### config.mk
export PLATFORM = sky130hd
export DESIGN_NAME = dmem_port_ctrl
export DESIGN_NICKNAME = d
export VERILOG_FILES = /design/src/rtl/dmem_port_ctrl_pkg.sv /design/src/rtl/dmem_port_ctrl_wait_counter.sv /design/src/rtl/dmem_port_ctrl.sv
export SDC_FILE = /design/constraint.sdc
export NUM_CORES = 1
export LEC_CHECK = 0
export BUFFER_PORTS_ARGS = -buffer_cell sky130_fd_sc_hd__buf_4
export CORE_MARGIN = 2
export CORE_UTILIZATION = 51
export CTS_CLUSTER_DIAMETER = 120
export DETAILED_ROUTE_END_ITERATION = 8
export MAX_ROUTING_LAYER = met4
export PLACE_DENSITY_LB_ADDON = 0.12
export SYNTH_ARGS = -nofsm -noshare
export SYNTH_HDL_FRONTEND = slang
export SYNTH_SLANG_ARGS = --single-unit
### constraint.sdc
create_clock -name clk -period 2.2 [get_ports clk]
set_input_delay 0.22 -clock clk [delete_from_list [all_inputs] [get_ports clk]]
set_output_delay 0.22 -clock clk [all_outputs]
set_load 0.05 [all_outputs]
### src/rtl/dmem_port_ctrl_pkg.sv
// Shared definitions for the data-memory port controller: FSM encodings,
// default timeout and the fill bit used for the error read value.
package dmem_port_ctrl_pkg;

    localparam logic [1:0] DMEM_IDLE = 2'd0;
    localparam logic [1:0] DMEM_WAIT = 2'd1;
    localparam logic [1:0] DMEM_DONE = 2'd2;

    localparam int DMEM_DEFAULT_TIMEOUT = 15;

    // Every bit of the read value returned on a timeout.
    localparam logic DMEM_ERR_FILL = 1'b1;

endpackage

### src/rtl/dmem_port_ctrl_wait_counter.sv
// Wait-cycle counter for the data-memory port: counts cycles without an
// acknowledge and flags when the configured limit is reached.
module dmem_wait_counter #(
    parameter int TIMEOUT_CYCLES = 15
) (
    input  logic       clk,
    input  logic       reset,
    input  logic       clear,
    input  logic       enable,
    output logic [7:0] count,
    output logic       expired
);

    localparam logic [7:0] LIMIT = 8'(TIMEOUT_CYCLES);

    always_ff @(posedge clk) begin
        if (reset || clear) begin
            count <= 8'd0;
        end else if (enable) begin
            count <= count + 8'd1;
        end
    end

    assign expired = (count == LIMIT);

endmodule

### src/rtl/dmem_port_ctrl.sv
// MEM-stage data-memory port controller: turns LWD/SWD strobes into a
// request/acknowledge bus transaction and stalls the pipeline until it ends.
module dmem_port_ctrl
    import dmem_port_ctrl_pkg::*;
#(
    parameter int DATA_WIDTH     = 16,
    parameter int ADDR_WIDTH     = 16,
    parameter int TIMEOUT_CYCLES = DMEM_DEFAULT_TIMEOUT
) (
    input  logic                  clk,
    input  logic                  reset,
    input  logic                  d_readM,
    input  logic                  d_writeM,
    input  logic [ADDR_WIDTH-1:0] addr,
    input  logic [DATA_WIDTH-1:0] wdata,
    output logic                  stall,
    output logic                  done,
    output logic [DATA_WIDTH-1:0] rdata,
    output logic                  err,
    output logic                  mem_readM,
    output logic                  mem_writeM,
    output logic [ADDR_WIDTH-1:0] mem_address,
    output logic [DATA_WIDTH-1:0] mem_wdata,
    input  logic [DATA_WIDTH-1:0] mem_rdata,
    input  logic                  mem_ack,
    output logic [1:0]            dbgState
);

    localparam logic [7:0] LAST_COUNT = 8'(TIMEOUT_CYCLES - 1);

    logic [1:0] state;
    logic       opRead;
    logic       memReq;
    logic       inWait;
    logic [7:0] waitCount;
    logic       waitExpired;
    logic       timeoutHit;

    dmem_wait_counter #(
        .TIMEOUT_CYCLES(TIMEOUT_CYCLES)
    ) u_waitCounter (
        .clk    (clk),
        .reset  (reset),
        .clear  (!inWait),
        .enable (inWait && !mem_ack),
        .count  (waitCount),
        .expired(waitExpired)
    );

    assign memReq = d_readM | d_writeM;
    assign inWait = (state == DMEM_WAIT);

    // The last WAIT cycle is the one whose increment would reach the limit,
    // so WAIT lasts exactly TIMEOUT_CYCLES cycles.
    assign timeoutHit = !mem_ack && ((waitCount == LAST_COUNT) || waitExpired);

    always_ff @(posedge clk) begin
        if (reset) begin
            state       <= DMEM_IDLE;
            opRead      <= 1'b0;
            rdata       <= '0;
            err         <= 1'b0;
            mem_address <= '0;
            mem_wdata   <= '0;
        end else begin
            case (state)
                DMEM_IDLE: begin
                    if (memReq) begin
                        mem_address <= addr;
                        mem_wdata   <= wdata;
                        opRead      <= d_readM;
                        if (d_readM && d_writeM) begin
                            err <= 1'b1;
                        end
                        state <= DMEM_WAIT;
                    end
                end
                DMEM_WAIT: begin
                    if (mem_ack) begin
                        if (opRead) begin
                            rdata <= mem_rdata;
                        end
                        state <= DMEM_DONE;
                    end else if (timeoutHit) begin
                        err   <= 1'b1;
                        rdata <= {DATA_WIDTH{DMEM_ERR_FILL}};
                        state <= DMEM_DONE;
                    end
                end
                DMEM_DONE: state <= DMEM_IDLE;
                default:   state <= DMEM_IDLE;
            endcase
        end
    end

    // Bus handshake: the request strobe is held high for every WAIT cycle and
    // the transfer completes in the cycle mem_ack is high; ack elsewhere is ignored.
    assign mem_readM  = inWait && opRead;
    assign mem_writeM = inWait && !opRead;
    assign stall      = ((state == DMEM_IDLE) && memReq) || inWait;
    assign done       = (state == DMEM_DONE);
    assign dbgState   = state;

endmodule

* Yosys cells after proc, flatten, opt, wreduce, memory -nomap -nowiden *
Index checks and enable logic that the tools add are counted.

word-level totals
  register bits = 60
  output and inout port bits = 55
  word-level logic and storage cells = 50
  bits of input ports = 53

operators by class
  equality and inequality tests = 10
  reductions and logical operators = 19
  muxes and demuxes = 12
  $add $sub $neg = 1
  bitwise gates (word level) = 1

operators with widths
  cell                   number
  $mux W16               3
  $eq A8 B4 Y1 const B   2
  $add A8 B1 Y8 const B  1
  $logic_and A1 B1 Y1    6
  $mux W2                3
  $ne A2 B2 Y1 const B   3
  $reduce_and A5 Y1      1
  $mux W1                4
  $ne A2 B1 Y1 const B   2
  $pmux W2 S2            1
  $reduce_and A2 Y1      2
  $reduce_bool A2 Y1     2
  $logic_not A1 Y1       3
  $logic_or A1 B1 Y1     3
  $ne A3 B2 Y1 const B   1
  $reduce_and A3 Y1      1
  $eq A2 B1 Y1 const B   1
  $eq A2 B2 Y1 const B   1
  $logic_not A2 Y1       1
  $pmux W1 S2            1
  $or A1 B1 Y1           1

* Depth between registers and ports, before layout *
Gate-level depths: netlist of run 1.

  depth after elaboration = 6
  mapped depth = 6
  depth with buffers taken out = 5

* Modules after synthesis *
From an unflattened synthesis of run 1, not the netlist that was laid out.

second synthesis, totals
  cell total of the unflattened synthesis = 308
  area, all modules = 2632.5 um^2

modules (own cells, without submodules)
  module             sequential area each (um^2)  times used  area an instance (um^2)  cells an instance
  dmem_port_ctrl     1041.0                       1           2274.7                   268
  dmem_wait_counter  160.2                        1           357.8                    40

* Worst setup path before layout of run 1 *
No wires, ideal clock.

  path kind = flip-flop to output port
  start = register state[0] (netlist: dbgState[0])
  end = output stall
  path buffers = 1
  arrival = 1.693 ns
  stages on the path, launching flop included = 4
  data required time = 1.980 ns
  setup slack = 0.287 ns
  path through = dfxtp_1 -> buf_4 -> inv_1 -> a21oi_1

between the ends
  cells in the longest elaborated chain, start to end = 3
  elaborated cells between the ends (all ways) = 4
  those cells by class = 1 x eq/ne; 3 x reduce/logical

RTL lines
  element                   RTL line               source
  start: declaration        dmem_port_ctrl.sv:31   logic [1:0] state;
  start signal: assignment  dmem_port_ctrl.sv:59   state <= DMEM_IDLE;
  start signal: assignment  dmem_port_ctrl.sv:75   state <= DMEM_WAIT;
  start signal: assignment  dmem_port_ctrl.sv:83   state <= DMEM_DONE;
  $logic_not A2 Y1          dmem_port_ctrl.sv:100  assign stall = ((state == DMEM_IDLE) && memReq) || inWait;
  $logic_and A1 B1 Y1       dmem_port_ctrl.sv:100
  $logic_or A1 B1 Y1 (*)    dmem_port_ctrl.sv:100
  end: declaration          dmem_port_ctrl.sv:16   output logic stall,

Every way passes the cells marked *; elsewhere a longest branch is shown, timed or not.

* Worst setup path in the final report of run 1 *
  start = register state[0] (netlist: dbgState[0])
  end = output mem_readM

between the ends
  cells in the longest elaborated chain, start to end = 2

RTL lines
  element              RTL line              source
  $eq A2 B1 Y1         dmem_port_ctrl.sv:51  assign inWait = (state == DMEM_WAIT);
  $logic_and A1 B1 Y1  dmem_port_ctrl.sv:98  assign mem_readM = inWait && opRead;
  end: declaration     dmem_port_ctrl.sv:20  output logic mem_readM,

Every way passes these cells.

==> results.md, run 1 <==
- The flow ran to the end, and the final reports show no timing, DRC or antenna violations.
- Net switching is between 30% and 40% of the power.
- The critical path in this run is classified as flop to primary output.
- The relative contribution of the clock network to total power is 34.5%.
- The number of synthesis warnings is 0.
- The number of cells on the worst reg-to-reg path is 3.
- The detailed-route wire length per cell is 14.4 µm.
- The core area is 4790 µm².
- In this run the register-to-register setup slack is between 0.5 and 0.6 ns.
- The largest buffer count on any clock path is 2.
- The area share of the largest cell type after synthesis is a little under half.
- The worst hold-check path type is input pin to flop.
- The part of the total power dissipated in combinational logic is 24.0%.
- After detailed routing, the number of vias per cell comes to approximately 5.4.
- The count of distinct cell types in the synthesized netlist is 39.
- The relative area change from synthesis to final layout is 39.1%.
- Once the floorplan was initialized, standard cells occupied between 50% and 60% of the core.
- The initial antenna violation count is 0.
- The via count of the routed design is between 2,000 and 2,500.
- The clock drives 60 sinks.
- The die outline width is roughly 75 µm.
- In the routed design, unresolved DRC markers number 0.
- The die height is between 70 and 80 µm.
- The count of final max-slew check failures was 0.
- The sum of routed wire length over all layers is around 6.7 mm.
- The endpoint identified for the worst register-to-register timing path is rdata[3].
- The worst-case IR drop observed on VDD is about 500 µV.
- The launching point of the worst reg2reg path is dbgState[0].
- The largest area contributor in the synthesized netlist is dfxtp_1.
- The mean cell area of the mapped netlist is approximately 8.7 µm².
- The synthesized netlist net count is approximately 350.
- The first-iteration detailed-routing DRC count is about 170.
- TritonCTS created 9 clock buffers.
- The final cycle utilization of the critical path is slightly below 80%.
- The part of the power in registers is between 40% and 50%.
- The startpoint type of the worst setup path is a flop.
- Summed over all failing endpoints, the final setup total negative slack is 0 ns.
- On the critical path, the stage with the largest delay is an instance of dfxtp_1.
- In this run the worst path has a maximum fanout of 12.
- Traced cell by cell, the critical path runs through and2b_1, and2_1, buf_4.
- The H-tree was split into 3 levels.
- The synthesized netlist occupies a cell area of between 2000 and 3000 µm².
- Cells with a size suffix above 1 make up ~37% of the layout.
- The largest net degree at the start of global routing is 55.
- The via count of the first global-routing pass came to around 2,300.
- The most common library cell in the layout ignoring fill and taps is buf_4.
- The first element of the critical path is dbgState[0].
- The final layout contains 445 nets.
- The measured slew at the worst slew-check pin is between 0.6 and 0.7 ns.
- The largest clock skew in the final design is approximately 0.0053 ns.
- Clock latency on the worst-skew pair, taken at its later pin, is between 0.3 and 0.4 ns.
- Row generation in the floorplan step produced 25 rows.
- The max-capacitance violation count is 0.
- The first global-routing pass estimated slightly above 10 mm of wire.
- After clock tree synthesis, the repair step resized 0 gates.
- At the worst endpoint, the arrival time is between 1.5 and 2 ns.
- Based on the critical path, the design can be clocked at up to ~570 MHz.
- Hold repair after CTS inserted 0 buffers.
- Counting flops and latches in the post-synthesis netlist gives 60.
- The design draws approximately 2.9 mW.
- The analysis attributes to net switching a power of approximately 930 µW.
- For this run, asynchronously set or reset flops after synthesis account for 0%.
- The antenna diode instance count is 0.
- Cell internal power was estimated by the tool at 1.97 mW.
- The type of destination of the critical path is a primary output.
- The endpoint of the worst setup timing path is mem_readM.
- The clock root buffer is clkbuf_8.
- The boundary pin count is between 100 and 150.
- The count of port buffers added during placement is approximately 110.
- TritonCTS built the clock tree.
- Power spread over the standard cell area amounts to 818 nW/µm².
- The first detailed-routing pass ran for 4 iterations.
- The biggest cell delay along the critical path is between 0.5 and 0.6 ns.
- The required time of the worst setup path is 1.98 ns.
- The die covers 5580 µm².
- The time the final worst path needs with I/O delays and setup is ~1.7 ns.
- The clock-pin slew on the worst setup and hold paths is approximately 0.07 ns.
- Setup violations remaining at the end of the flow were counted as 0.
- The most instantiated flip-flop cell in the synthesis netlist is dfxtp_1.
- Setup repair after global routing left no endpoint under its margin.
- The overflow left after global routing is 0.
- Summed over all cells, the static leakage comes to between 1.5 and 2 nW.
- The number of flops mapped to enable cells by yosys is 0.
- Routability-driven placement finished with a final weighted congestion of ~0.78.
- The final core utilization is approximately three quarters.
- By area the synthesized netlist is led by dfxtp_1 (47%), a21oi_1 (7.5%), nand3_1 (6.3%).
- The number of setup buffers added after CTS is 0.
- The post-synthesis sequential area ratio is between 40% and 50%.
- The count of nets left with antenna violations once routing finished came out at 0.
- The top cell types in the final layout, fill and taps aside, are buf_4 (112), dfxtp_1 (60), nor2_1 (38), a21oi_1 (38), nand3_1 (32).
- The total global-route track usage is between 20 and 25%.
- The wire-length estimate of the detail-placed layout is ~4.4 mm.
- Measured against its own limit, the worst slew margin works out to just under 60%.
- The number of failing hold endpoints at the final stage is 0.
- Synthesis produced between 200 and 300 cells.
## logic make-up (layout without fill, tap and decap cells)
group           count (synthesis)  count (layout)  share of synthesized area, %
fa+ha+maj                       2               2                         0.981
simple gates                  102             102                          21.8
xor+xnor                        3               3                          1.03
buf+inv                        31             132                          5.89
compound gates                 96              96                          23.2
flops                          60              60                          47.1
## critical path: cells and delay by family, from the launching register on
| family | cells | cell delay (ns) |
|---|---|---|
| simple gates | 2 | 0.43 |
| flops | 1 | 0.56 |
| buf+inv | 1 | 0.20 |
## metal layers
metal | global-route usage [%] | wire [µm] | vias to the layer above
met4 | 8.53 | 88 | 0
met1 | 29.2 | 2870 | 1147
met5 | - | 0 | -
li1 | - | - | 1231
met2 | 38.3 | 3150 | 88
met3 | 8.17 | 548 | 10
## cells in the mapped netlist (all sizes together) (4+ instances only)
master / n
dfxtp: 60
nor2: 40
a21oi: 38
o21ai: 36
nand3: 32
a211oi: 17
clkbuf: 16
buf: 11
inv: 4
nand2: 4
or3: 4
## registers in the layout (all words and copies together) (netlist names)
register / flops
err: 1
u_waitCounter.count: 8
opRead: 1
dbgState: 2
rdata: 16
mem_wdata: 16
mem_address: 16
## through the flow
step	hold WS [ns]	worst slack [ns]	std cells	cell area, µm²
detailed placement	0.468	0.518	446	3340
global route	0.136	0.375	462	3550
finish	0.143	0.456	462	3550
global placement	0.461	0.649	446	3340
CTS	0.132	0.442	462	3550
floorplan	0.360	0.287	294	2550
## power groups by stage
stage / combinational, mW / clock, mW / sequential, mW
after floorplan: 0.237 / 0 / 1.45
after global placement: 0.689 / 0 / 1.22
after detailed placement: 0.697 / 0 / 1.23
after CTS: 0.700 / 1.02 / 1.20
after global routing: 0.741 / 1.06 / 1.21
final: 0.697 / 1.00 / 1.20
## worst min path at each step
| stage | start | cells after the start | end |
|---|---|---|---|
| after floorplan | d_readM | 2 | opRead |
| after global placement | mem_wdata[14] | 2 | mem_wdata[14] |
| after detailed placement | mem_address[3] | 2 | mem_address[3] |
| after CTS | wdata[13] | 3 | mem_wdata[13] |
| after global routing | addr[7] | 3 | mem_address[7] |
| final | wdata[11] | 3 | mem_wdata[11] |
## final cells by class
cell class	count	area [µm²]
clock inverters	5	50.0
clock buffers	11	151
multi-input cells	203	1200
inverters	4	15.0
flip-flops and latches	60	1200
repair buffers	112	841
well taps	67	83.8
fillers	380	1240
(Power assumes the default switching activity.)
==> run 2, diff against run 1 <==
Settings changed: ABC_AREA set to 1, CORE_UTILIZATION 51 to 43.
Clock period 2.2 ns to 1.6 ns, I/O delays scaled along.
==> run 2 against run 1 <==
  * Wire length decreased by 8.2%
  * Via count rose by 1.2%
  * Global-route usage fell by 4.9 points
  * Sequential share of layout area is 1.7 points lower
  * Flip-flop and latch count did not move
  * Count of clock-buffer cells in the layout unchanged
  * Critical path depth unchanged
  * Cell area rose by 5.5%
  * Non-clock buffer count is 3 higher
  * Cell count increased by 21%
==> results.md, run 2 <==
- The run finished with clean final reports.
- The async set-or-reset flop fraction in the synthesized netlist is 0% (unchanged).
- The area share of the largest cell type after synthesis is 45.3% (-1.8 points).
- The arrival time at the worst endpoint is 1.30 ns (-0.22 ns).
- The count of final max-slew check failures came to 0 (unchanged).
- The count of distinct cell types in the synthesized netlist is 27 (-31%).
- The core area is 5920 µm² (+24%).
- The antenna diode instance count is 0 (unchanged).
- The first-pass iteration count of the detailed router was 4 (unchanged).
- Setup repair after global routing left no endpoint under its margin.
- The number of remaining DRC errors is 0 (unchanged).
- The final antenna-violating net count is 0 (unchanged).
- The cell sitting at the root of the clock tree is a clkbuf_8.
- The critical path goes through inv_1, nor2_4, buf_4.
- By instance count, the leading cell after synthesis is inv_1.
- The total power came to 3.96 mW (+37%).
- The number of failing setup endpoints in the final timing report is 0 (unchanged).
- The synthesized netlist net count came to 427 (+22%).
- The headroom to the max-slew limit is 69.4% (+10 points).
- The power density over the cells is 1060 nW/µm² (+29%).
- The total global-route track usage is 19.4% (-4.9 points).
- The HPWL reported at the end of detailed placement is 4.33 mm (-2.5%).
- The largest net degree at the start of global routing is 47 (-15%).
- The H-tree level count was 3 (unchanged).
- The master of the slowest instance on the critical path is dfxtp_1.
- The starting density of the core is 44.7% (-8.5 points).
- The first-iteration detailed-routing DRC count is 77 (-53%).
- In the layout the commonest cells are buf_4 (112), inv_1 (93), dfxtp_1 (58), nand2_1 (55), a21oi_1 (39).
- The mean cell area of the mapped netlist is 7.12 µm² (-18%).
- The maximum fanout along the worst path is 9 (-3).
- The clock-pin slew on the worst setup and hold paths is 0.07 ns (about the same).
- The measured slew at the worst slew-check pin is 0.460 ns (-0.152 ns).
- The full die area is 6800 µm² (+22%).
- The largest registers in the layout are mem_address (16), mem_wdata (16), rdata (16).
- The required time of the worst setup path came to 1.44 ns (-0.54 ns).
- The total CTS buffers is 9 (unchanged).
- The critical path is of the flop to primary output type.
- The total negative slack is 0 ns (unchanged).
- The synthesized area is 2650 µm² (+3.9%).
- The post-synthesis sequential area ratio is 45.3% (-1.8 points).
- The leakage power of the design was 2.00 nW (+32%).
- The max-capacitance violation count is 0 (unchanged).
- The post-CTS setup buffer count is 0 (unchanged).
- The number of flops mapped to enable cells by yosys is 0 (unchanged).
- The global-route wire length before repair is 9.78 mm (-3.4%).
- The count of port buffers added during placement was 107 (unchanged).
- The number of flip-flops and latches in the synthesized netlist is 60 (unchanged).
- The largest buffer count on any clock path came to 2 (unchanged).
- The post-placement cell count is 542 (+22%).
- The most instantiated flip-flop cell in the synthesis netlist is dfxtp_1.
- The number of cells produced by synthesis is 372 (+27%).
- The type of destination of the critical path is a primary output.
- The number of rows in the core area came to 28 (+12%).
- The library cell used most frequently in the layout, excluding fill and tap cells, is buf_4.
- The final standard cell count with taps included and fillers excluded came to 560 (+21%).
- The post-place instance area was 3550 µm² (+6.1%).
- The fraction of final layout cells with drive strength greater than 1 is 29.1% (-7.9 points).
- The number of synthesis warnings is 0 (unchanged).
- Sorting the synthesized cells by area gives the leading types as dfxtp_1 (45%), inv_1 (13%), nand2_1 (7.8%).
- The via density per instance is 4.48 (-17%).
- TritonCTS built the clock tree.
- The number of failing hold endpoints at the final stage came to 0 (unchanged).
- The final net count is 535 (+20%).
- After synthesis, the most frequently instantiated cells are inv_1 (93), dfxtp_1 (60), nand2_1 (55).
- The die outline width is 82.5 µm (+10%).
- The largest total area in the synthesized netlist belongs to dfxtp_1.
- The worst hold-check path type is input pin to flop.
- The relative area change from synthesis to final layout is 41.3%.
- The worst-case vdd ir drop was 620 µV (+27%).
- The worst setup path is launched from a flop.
- The boundary pin count is 108 (unchanged).
- Dividing the final minimum period by the clock period gives about nine tenths.
- The clock latency on the worst-skew pair is 0.32 ns (about the same).
- The worst path in the final design needs a cycle of 1.46 ns, including I/O delays and setup.
- The sum of routed wire length over all layers is 6.11 mm (-8.2%).
- The detailed-route wire length per cell is 10.9 µm (-24%).
- The largest clock skew in the final design came to 0.00690 ns (+0.00163 ns).
- The clock net sink count is 60 (unchanged).
- The biggest cell delay along the critical path is 0.51 ns (-0.05 ns).
- The overflow left after global routing is 0 (unchanged).
- The via count of the first global-routing pass is 2,232 (-3.6%).
- The initial antenna violation count is 0 (unchanged).
- The via count of the routed design is 2,506 (+1.2%).
- The final core utilization is 63.2% (-11 points).
- The total non-filler cell area in the finished layout is 3740 µm² (+5.5%).
- The die height came to 82.5 µm (+10%).
- The routability-driven placement congestion ratio is 0.851 (+9.8%).
- Timing would allow up to roughly 690 MHz.
[run 2: changes by cell type after synthesis, moves of 6 or more]
cell / before / now
clkbuf_1: 16 / 6
nor2_1: 40 / 20
inv_1: 4 / 93
nand3b_1: 0 / 11
a211oi_2: 10 / 0
a211oi_1: 7 / 1
nand4_1: 1 / 17
nand2_1: 4 / 55
nand3_1: 32 / 8
[run 2: layer usage]
layer | track usage, % | vias up | part of all wire, %
met5 | - | - | 0
met4 | 8.00 | 0 | 1.5
met3 | 6.63 | 9 | 8.4
met2 | 29.8 | 72 | 45
met1 | 23.4 | 1056 | 45
li1 | - | 1369 | -
[run 2: final timing paths]
path / from / to / slack [ns] / cells after the start
min reg2reg: mem_address[7] / mem_address[7] / 0.44 / 2
min: addr[2] / mem_address[2] / 0.11 / 3
max reg2reg: u_waitCounter.count[0] / rdata[5] / 0.14 / 11
max: opRead / mem_readM / 0.14 / 3
[run 2: area by class of cell]
cell class                 count  area (µm²)
fill                         564        2180
timing repair buffer         115         891
multi-input combinational    198        1020
inverter                      96         360
tap                           75        93.8
clock buffer                  11         141
clock inverter                 5        27.5
sequential                    60        1200
[run 2: cells by family after synthesis]
logic type               synth area share (%)
XOR/XNOR                                0.331
AND/OR/NAND/NOR                          21.8
flip-flops                               45.3
adder cells (fa/ha/maj)                 0.945
buffers and inverters                    17.1
AO/OA/AOI/OAI                            14.5
[run 2: worst max-delay path, delay by kind of cell (launching register included)]
kind | cells | cell delay, ns
flops | 1 | 0.51
simple gates | 1 | 0.14
buf+inv | 2 | 0.34
[run 2: report_power, final]
part	internal, mW	switching [mW]
registers	1.62	0.0764
clock network	0.593	0.563
logic	0.367	0.744
total	2.58	1.38
[run 2: metrics by stage]
step	hold WS [ns]	setup WS, ns
finish	0.110	0.142
detailed placement	0.350	0.182
floorplan	0.222	0.00243
CTS	0.0964	0.0408
global placement	0.345	0.207
global route	0.111	0.00971
[run 2: repair_timing]
action                     CTS  global route
gates resized for setup      1             1
hold endpoints to repair     1             0
setup endpoints to repair    1             1
hold buffers                 1             0
cloned                       0             1
